File: config.mk
export PLATFORM = sky130hd
export DESIGN_NAME = munoc_apb_slave_decoder
export DESIGN_NICKNAME = d
export VERILOG_FILES = /design/src/rtl/munoc_apb_slave_decoder.sv
export SDC_FILE = /design/constraint.sdc
export NUM_CORES = 1
export LEC_CHECK = 0
export CORE_MARGIN = 2
export CORE_UTILIZATION = 38
export CTS_CLUSTER_DIAMETER = 200
export DETAILED_ROUTE_END_ITERATION = 8
export PLACE_DENSITY = 0.82
export SLEW_MARGIN = 30
export SYNTH_ARGS = -nofsm -noshare
export SYNTH_HDL_FRONTEND = slang
export SYNTH_SLANG_ARGS = --single-unit
export TNS_END_PERCENT = 5
File: constraint.sdc
create_clock -name clk -period 2.2 [get_ports clk]
set_input_delay 0.44 -clock clk [delete_from_list [all_inputs] [get_ports clk]]
set_output_delay 0.44 -clock clk [all_outputs]
set_load 0.02 [all_outputs]
File: src/rtl/munoc_apb_slave_decoder.sv
// APB fan-out decoder: one upstream APB bus to NUM_SLAVE fixed-size regions, re-timed SETUP/ACCESS.
// Optional ACCESS-phase timeout abort is built when MUNOC_APB_DECODER_TIMEOUT_EN is defined.
module munoc_apb_slave_decoder #(
    parameter int unsigned BW_PLATFORM_ADDR = 32,
    parameter int unsigned BW_NODE_DATA     = 32,
    parameter int unsigned NUM_SLAVE        = 4,
    parameter logic [BW_PLATFORM_ADDR-1:0] BASE_ADDR = '0,
    parameter int unsigned BW_SLAVE_REGION  = 12,
    parameter int unsigned TIMEOUT_CYCLES   = 256
) (
    input  logic                              clk,
    input  logic                              rstnn,
    input  logic [BW_PLATFORM_ADDR-1:0]       spaddr,
    input  logic                              spwrite,
    input  logic                              spsel,
    input  logic                              spenable,
    input  logic [BW_NODE_DATA-1:0]           spwdata,
    output logic [BW_NODE_DATA-1:0]           sprdata,
    output logic                              spready,
    output logic                              spslverr,
    output logic [BW_PLATFORM_ADDR-1:0]       mpaddr,
    output logic                              mpwrite,
    output logic [NUM_SLAVE-1:0]              mpsel,
    output logic                              mpenable,
    output logic [BW_NODE_DATA-1:0]           mpwdata,
    input  logic [NUM_SLAVE*BW_NODE_DATA-1:0] mprdata,
    input  logic [NUM_SLAVE-1:0]              mpready,
    input  logic [NUM_SLAVE-1:0]              mpslverr,
    output logic                              decode_error,
    output logic                              timeout_error
);

    localparam int unsigned BW_IDX = (NUM_SLAVE > 1) ? $clog2(NUM_SLAVE) : 1;
    localparam logic [BW_PLATFORM_ADDR:0] WINDOW =
        (BW_PLATFORM_ADDR + 1)'(NUM_SLAVE) << BW_SLAVE_REGION;

    if (NUM_SLAVE < 1 || NUM_SLAVE > 16 || TIMEOUT_CYCLES < 2) begin : g_param_check
        $error("munoc_apb_slave_decoder: NUM_SLAVE or TIMEOUT_CYCLES out of range");
    end

    typedef enum logic [1:0] {StIdle, StSetup, StAccess, StResp} state_e;

    state_e                      state_q, state_d;
    logic [BW_IDX-1:0]           idx_q, idx_d;
    logic [BW_PLATFORM_ADDR-1:0] mpaddr_q, mpaddr_d;
    logic                        mpwrite_q, mpwrite_d;
    logic [BW_NODE_DATA-1:0]     mpwdata_q, mpwdata_d;
    logic [BW_NODE_DATA-1:0]     rdata_q, rdata_d;
    logic                        err_q, err_d;
    logic                        dec_err_q, dec_err_d;
    logic                        to_err_q, to_err_d;

    // Extra top bit acts as the borrow of spaddr - BASE_ADDR (address below the window).
    logic [BW_PLATFORM_ADDR:0]   diff;
    logic                        mapped;
    logic                        sel_ready;
    logic [BW_NODE_DATA-1:0]     sel_rdata;

    assign diff      = {1'b0, spaddr} - {1'b0, BASE_ADDR};
    assign mapped    = !diff[BW_PLATFORM_ADDR] && ({1'b0, diff[BW_PLATFORM_ADDR-1:0]} < WINDOW);
    assign sel_ready = mpready[idx_q];
    assign sel_rdata = mprdata[int'(idx_q) * BW_NODE_DATA +: BW_NODE_DATA];

`ifdef MUNOC_APB_DECODER_TIMEOUT_EN
    localparam int unsigned BW_CNT = $clog2(TIMEOUT_CYCLES + 1);
    localparam logic [BW_CNT-1:0] CNT_LIMIT = BW_CNT'(TIMEOUT_CYCLES - 1);
    logic [BW_CNT-1:0] cnt_q, cnt_d;

    always_ff @(posedge clk or negedge rstnn) begin
        if (!rstnn) cnt_q <= '0;
        else        cnt_q <= cnt_d;
    end
`endif

    always_ff @(posedge clk or negedge rstnn) begin
        if (!rstnn) begin
            state_q   <= StIdle;
            idx_q     <= '0;
            mpaddr_q  <= '0;
            mpwrite_q <= 1'b0;
            mpwdata_q <= '0;
            rdata_q   <= '0;
            err_q     <= 1'b0;
            dec_err_q <= 1'b0;
            to_err_q  <= 1'b0;
        end else begin
            state_q   <= state_d;
            idx_q     <= idx_d;
            mpaddr_q  <= mpaddr_d;
            mpwrite_q <= mpwrite_d;
            mpwdata_q <= mpwdata_d;
            rdata_q   <= rdata_d;
            err_q     <= err_d;
            dec_err_q <= dec_err_d;
            to_err_q  <= to_err_d;
        end
    end

    always_comb begin
        state_d   = state_q;
        idx_d     = idx_q;
        mpaddr_d  = mpaddr_q;
        mpwrite_d = mpwrite_q;
        mpwdata_d = mpwdata_q;
        rdata_d   = rdata_q;
        err_d     = err_q;
        dec_err_d = dec_err_q;
        to_err_d  = to_err_q;
`ifdef MUNOC_APB_DECODER_TIMEOUT_EN
        cnt_d     = cnt_q;
`endif
        unique case (state_q)
            StIdle: begin
                // spsel with spenable already high in IDLE is a protocol violation: ignore it.
                if (spsel && !spenable) begin
                    mpaddr_d  = spaddr;
                    mpwrite_d = spwrite;
                    mpwdata_d = spwdata;
                    rdata_d   = '0;
                    err_d     = 1'b0;
                    dec_err_d = 1'b0;
                    to_err_d  = 1'b0;
                    if (mapped) begin
                        idx_d   = diff[BW_SLAVE_REGION +: BW_IDX];
                        state_d = StSetup;
                    end else begin
                        err_d     = 1'b1;
                        dec_err_d = 1'b1;
                        state_d   = StResp;
                    end
                end
            end
            StSetup: begin
                state_d = StAccess;
`ifdef MUNOC_APB_DECODER_TIMEOUT_EN
                cnt_d   = '0;
`endif
            end
            StAccess: begin
                if (sel_ready) begin
                    rdata_d = mpwrite_q ? '0 : sel_rdata;
                    err_d   = mpslverr[idx_q];
                    state_d = StResp;
                end
`ifdef MUNOC_APB_DECODER_TIMEOUT_EN
                else if (cnt_q == CNT_LIMIT) begin
                    rdata_d  = '0;
                    err_d    = 1'b1;
                    to_err_d = 1'b1;
                    state_d  = StResp;
                end else begin
                    cnt_d = cnt_q + BW_CNT'(1);
                end
`endif
            end
            StResp: begin
                state_d = StIdle;
            end
            default: state_d = StIdle;
        endcase
    end

    always_comb begin
        mpsel = '0;
        if (state_q == StSetup || state_q == StAccess) mpsel[idx_q] = 1'b1;
        mpenable      = (state_q == StAccess);
        spready       = (state_q == StResp);
        sprdata       = spready ? rdata_q : '0;
        spslverr      = spready & err_q;
        decode_error  = spready & dec_err_q;
`ifdef MUNOC_APB_DECODER_TIMEOUT_EN
        timeout_error = spready & to_err_q;
`else
        timeout_error = 1'b0 & to_err_q;
`endif
    end

    assign mpaddr  = mpaddr_q;
    assign mpwrite = mpwrite_q;
    assign mpwdata = mpwdata_q;

endmodule

==> Implementation_results.wiki <==
{| class="wikitable"
! Metric !! Value
|-
| Syn Std Cell Area || 5150 um2
|-
| Share of post-route cells with drive strength above 1 || 18.9%
|-
| Leakage component of the power || around 0.0037 uW
|-
| Maximum count of clock buffers along a single path || 2
|-
| Critical path class || flop to output port
|-
| Result of the run || finished, final reports clean
|-
| Final core utilization || approximately 66%
|-
| Number of buffers inserted by post-CTS setup repair || 0
|-
| CTS root buf || sky130_fd_sc_hd__clkbuf_16
|-
| Critical Path Sink Type || output port
|-
| Sequential cell fraction of total power || 32.3%
|-
| Area inside the core boundary || roughly 13000 um2
|-
| DRC || 0
|-
| Highest clock frequency the design can meet || around 0.47 GHz
|-
| Total power after layout || approximately 9400 uW
|-
| Crit-path max cell delay || 0.38 ns
|-
| First drt pass iteration count || 4
|-
| Number of levels the H-tree was split into || 3
|-
| Final hold vios || 0
|-
| Most common flop cell mapped by yosys || sky130_fd_sc_hd__dfrtp_1
|-
| Average wire length per cell after detail routing || around 18 um
|-
| EDFF count, synth || 0
|-
| Proportion of synthesized flip-flops having asynchronous set or reset || between 90% and 100%
|-
| Starting DRC count in detailed routing || 198
|-
| Multi-input gate area || around 2300 um2
|-
| Clock transition at path regs || 0.07 ns
|-
| Critical Path AT || between 1.5 and 2 ns
|-
| Vias after detailed routing || ~4500
|-
| Sequential cell area || about 2600 um2
|-
| Sequence of cells on the critical path || inv_1 > ha_1 > and3_1 > clkdlybuf4s15_1
|-
| Min-Delay Path Class || primary input to asynchronous set/reset pin
|-
| Seq/Total Area, Yosys || 50.0%
|-
| TritonCTS buffer count || 9
|-
| Clock tree skew after final layout || between 0.009 and 0.01 ns
|-
| Number of antenna violations at the first check in global routing || 0
|-
| Switching share of total power || a little over a third
|-
| Syn-to-layout area delta || 70.6%
|-
| Final max-slew violation count || 0
|-
| Data required time of the critical path || approximately 1.8 ns
|-
| Overall die height || 120 um
|-
| Pin count of the biggest net entering global routing || 60
|-
| Clock network latency to the later pin of the worst-skew pair || 0.34 ns
|-
| Share of power burned in combinational logic || about 50%
|-
| Largest vdd supply drop || between 800 and 900 uV
|-
| Reported net switching power || roughly 3300 uW
|-
| Cell Int Power || approximately 6000 uW
|-
| TritonCTS clock tree || done
|-
| Final instance area || 8790 um2
|-
| Post-synthesis average cell area || 12.7 um2
|-
| Max-cap violation count || 0
|-
| Number of input and output port buffers inserted || around 310
|-
| Total wire length after detailed routing || 16600 um
|-
| Post-DP HPWL || 12800 um
|-
| RSZ-0062 raised after global routing || false
|-
| Number of setup violations in the final report || 0
|-
| Yosys synthesis warning count || 0
|-
| Die Area || 14500 um2
|-
| Minimum clock period after layout || between 2 and 2.5 ns
|-
| Post-route setup slack || approximately 0.088 ns
|-
| Cell variety after synth || 32
|-
| Global-route wire length before repair || 25300 um
|-
| Total nets after synthesis || just over 600
|-
| Ant diodes || 0
|-
| Type of origin of the critical path || flop
|-
| Final estimated routing congestion in global placement || about 0.78
|-
| Number of synthesized register bits || approximately 100
|-
| CTS sink count || 103
|-
| Final period utilization || a little over nine tenths
|-
| Largest fanout on the critical path || 5
|-
| IO Pins || approximately 310
|-
| Number of placement rows || 42
|-
| Horizontal extent of the die || between 100 and 150 um
|-
| Post-Syn Instances || between 400 and 500
|-
| Overall track demand over capacity in global routing || a little under a quarter
|-
| Instance area after placement || between 8000 and 9000 um2
|-
| Power density of the placed cells || about 1100 nW/um2
|-
| Vias in the first global route || between 4000 and 5000
|-
| Grt ovf || 0
|-
| Final layout net count || between 900 and 1000
|-
| Post-place setup slack || -0.0169 ns
|-
| Detailed-route vias per instance || roughly 5.0
|-
| Filler cell count || ~1000
|-
| Crit-path slowest cell || sky130_fd_sc_hd__dfrtp_1
|-
| Clock power share || between 10% and 20%
|-
| Initial standard-cell utilization of the core || about two fifths
|-
| Post-detailed-route count of antenna-violating nets || 0
|}
[sequential cells by signal (all words and copies together) (netlist names)]
register / cells
err_q: 1
state_q: 2
mpwrite: 1
mpwdata: 32
mpaddr: 32
rdata_q: 32
dec_err_q: 1
idx_q: 2
[metrics by stage]
stage,cells,hold WS [ns],TNS [ns]
3_3_place_gp,879,0.288,-0.0800
6_report,895,0.483,0
2_1_floorplan,406,0.144,0
5_1_grt,895,0.489,0
3_5_place_dp,879,0.292,-0.0336
4_1_cts,895,0.454,0
[Yosys cell counts, types with 2 or more instances]
cell type / instances / share of area [%]
sky130_fd_sc_hd__dfrtp_1: 103 / 50
sky130_fd_sc_hd__mux2_2: 67 / 15
sky130_fd_sc_hd__inv_1: 37 / 2.7
sky130_fd_sc_hd__and2_1: 35 / 4.2
sky130_fd_sc_hd__mux4_2: 33 / 14
sky130_fd_sc_hd__nand3_1: 33 / 3.2
sky130_fd_sc_hd__o21ai_0: 28 / 2.7
sky130_fd_sc_hd__clkbuf_1: 11 / 0.80
sky130_fd_sc_hd__buf_2: 9 / 0.87
sky130_fd_sc_hd__buf_4: 5 / 0.73
sky130_fd_sc_hd__o21ai_1: 5 / 0.49
sky130_fd_sc_hd__buf_1: 4 / 0.29
sky130_fd_sc_hd__ha_1: 4 / 0.97
sky130_fd_sc_hd__mux2i_1: 4 / 0.78
sky130_fd_sc_hd__nand2_1: 4 / 0.29
sky130_fd_sc_hd__nor2_1: 4 / 0.29
sky130_fd_sc_hd__nor4_1: 4 / 0.49
sky130_fd_sc_hd__nor2b_1: 2 / 0.24
[area by class of cell]
type / instances / share of cell area, %
Timing Repair Buffer: 327 / 36.8
Sequential cell: 103 / 29.3
Multi-Input combinational cell: 237 / 26.2
Clock buffer: 12 / 2.80
Tap cell: 176 / 2.50
Inverter: 37 / 1.58
Clock inverter: 3 / 0.782
[per-layer routing]
| metal | up-vias | track usage, % | share of wire [%] | routed length (um) |
|---|---|---|---|---|
| met1 | 2149 | 24.3 | 36 | 5910 |
| met2 | 222 | 40.5 | 51 | 8490 |
| met4 | 0 | 9.01 | 2.8 | 463 |
| met5 | - | 0 | 0 | 0 |
| li1 | 2050 | - | - | - |
| met3 | 35 | 7.59 | 10 | 1690 |
[power by group through the flow]
stage	logic (uW)	registers (uW)	clock network, uW
after floorplan	1610	3740	0
after global placement	4630	3010	0
after detailed placement	4730	3060	0
after CTS	4690	3030	1740
after global routing	4910	3120	1820
final	4620	3030	1700
[final timing paths]
kind | start | to | slack, ns | depth (start not counted)
setup reg to reg | state_q[0]$_DFFE_PN0P_ | rdata_q[2]$_DFFE_PN0P_ | 0.23 | 8
max in group asynchronous | rstnn | idx_q[0]$_DFFE_PN0P_ | 1.03 | 3
hold reg to reg | mpaddr[18]$_DFFE_PN0P_ | mpaddr[18]$_DFFE_PN0P_ | 0.51 | 1
min in group clk | mpaddr[18]$_DFFE_PN0P_ | mpaddr[18]$_DFFE_PN0P_ | 0.51 | 1
hold / removal | rstnn | mpwdata[15]$_DFFE_PN0P_ | 0.48 | 2
setup / recovery | state_q[1]$_DFFE_PN0P_ | mpsel[3] | 0.09 | 4
[what timing repair did]
item / 4_1_cts / 5_1_grt
pin swaps: 0 / 0
gates resized for setup: 42 / 4
hold buffers: 1 / 0
endpoints found under the setup margin: 39 / 4
hold endpoints to repair: 10 / 0
[critical path, delay by kind of cell, from the launching register on]
family,cells,cell delay (ns)
buffers and inverters,2,0.40
and+or+nand+nor,1,0.19
adders and majority gates,1,0.36
DFF,1,0.38
[layout by cell type, fill, tap and decap left out, types with 2 or more instances in the layout]
cell type                         netlist  layout
sky130_fd_sc_hd__and2_1                35      35
sky130_fd_sc_hd__buf_12                 0       5
sky130_fd_sc_hd__buf_4                  5      14
sky130_fd_sc_hd__bufinv_16              0       2
sky130_fd_sc_hd__clkbuf_1              11       2
sky130_fd_sc_hd__clkbuf_16              0       9
sky130_fd_sc_hd__clkdlybuf4s15_1        0       3
sky130_fd_sc_hd__clkdlybuf4s50_1        0     268
sky130_fd_sc_hd__dfrtp_1              103     102
sky130_fd_sc_hd__dlygate4sd2_1          0      35
sky130_fd_sc_hd__ha_1                   4       4
sky130_fd_sc_hd__inv_1                 37      37
sky130_fd_sc_hd__mux2_2                67      67
sky130_fd_sc_hd__mux2i_1                4       4
sky130_fd_sc_hd__mux4_2                33      33
sky130_fd_sc_hd__nand2_1                4       4
sky130_fd_sc_hd__nand3_1               33      33
sky130_fd_sc_hd__nor2_1                 4       4
sky130_fd_sc_hd__nor4_1                 4       4
sky130_fd_sc_hd__o21ai_0               28      28
sky130_fd_sc_hd__o21ai_1                5       5
[cells by family after synthesis]
group / share of synthesized area (%)
AOI/OAI and AO/OA: 4.05
adders and majority gates: 0.971
buffers and inverters: 5.39
DFF: 50.0
muxes: 29.8
other: 0.0727
and+or+nand+nor: 9.68
No activity file was read; power rests on OpenSTA's default activity.
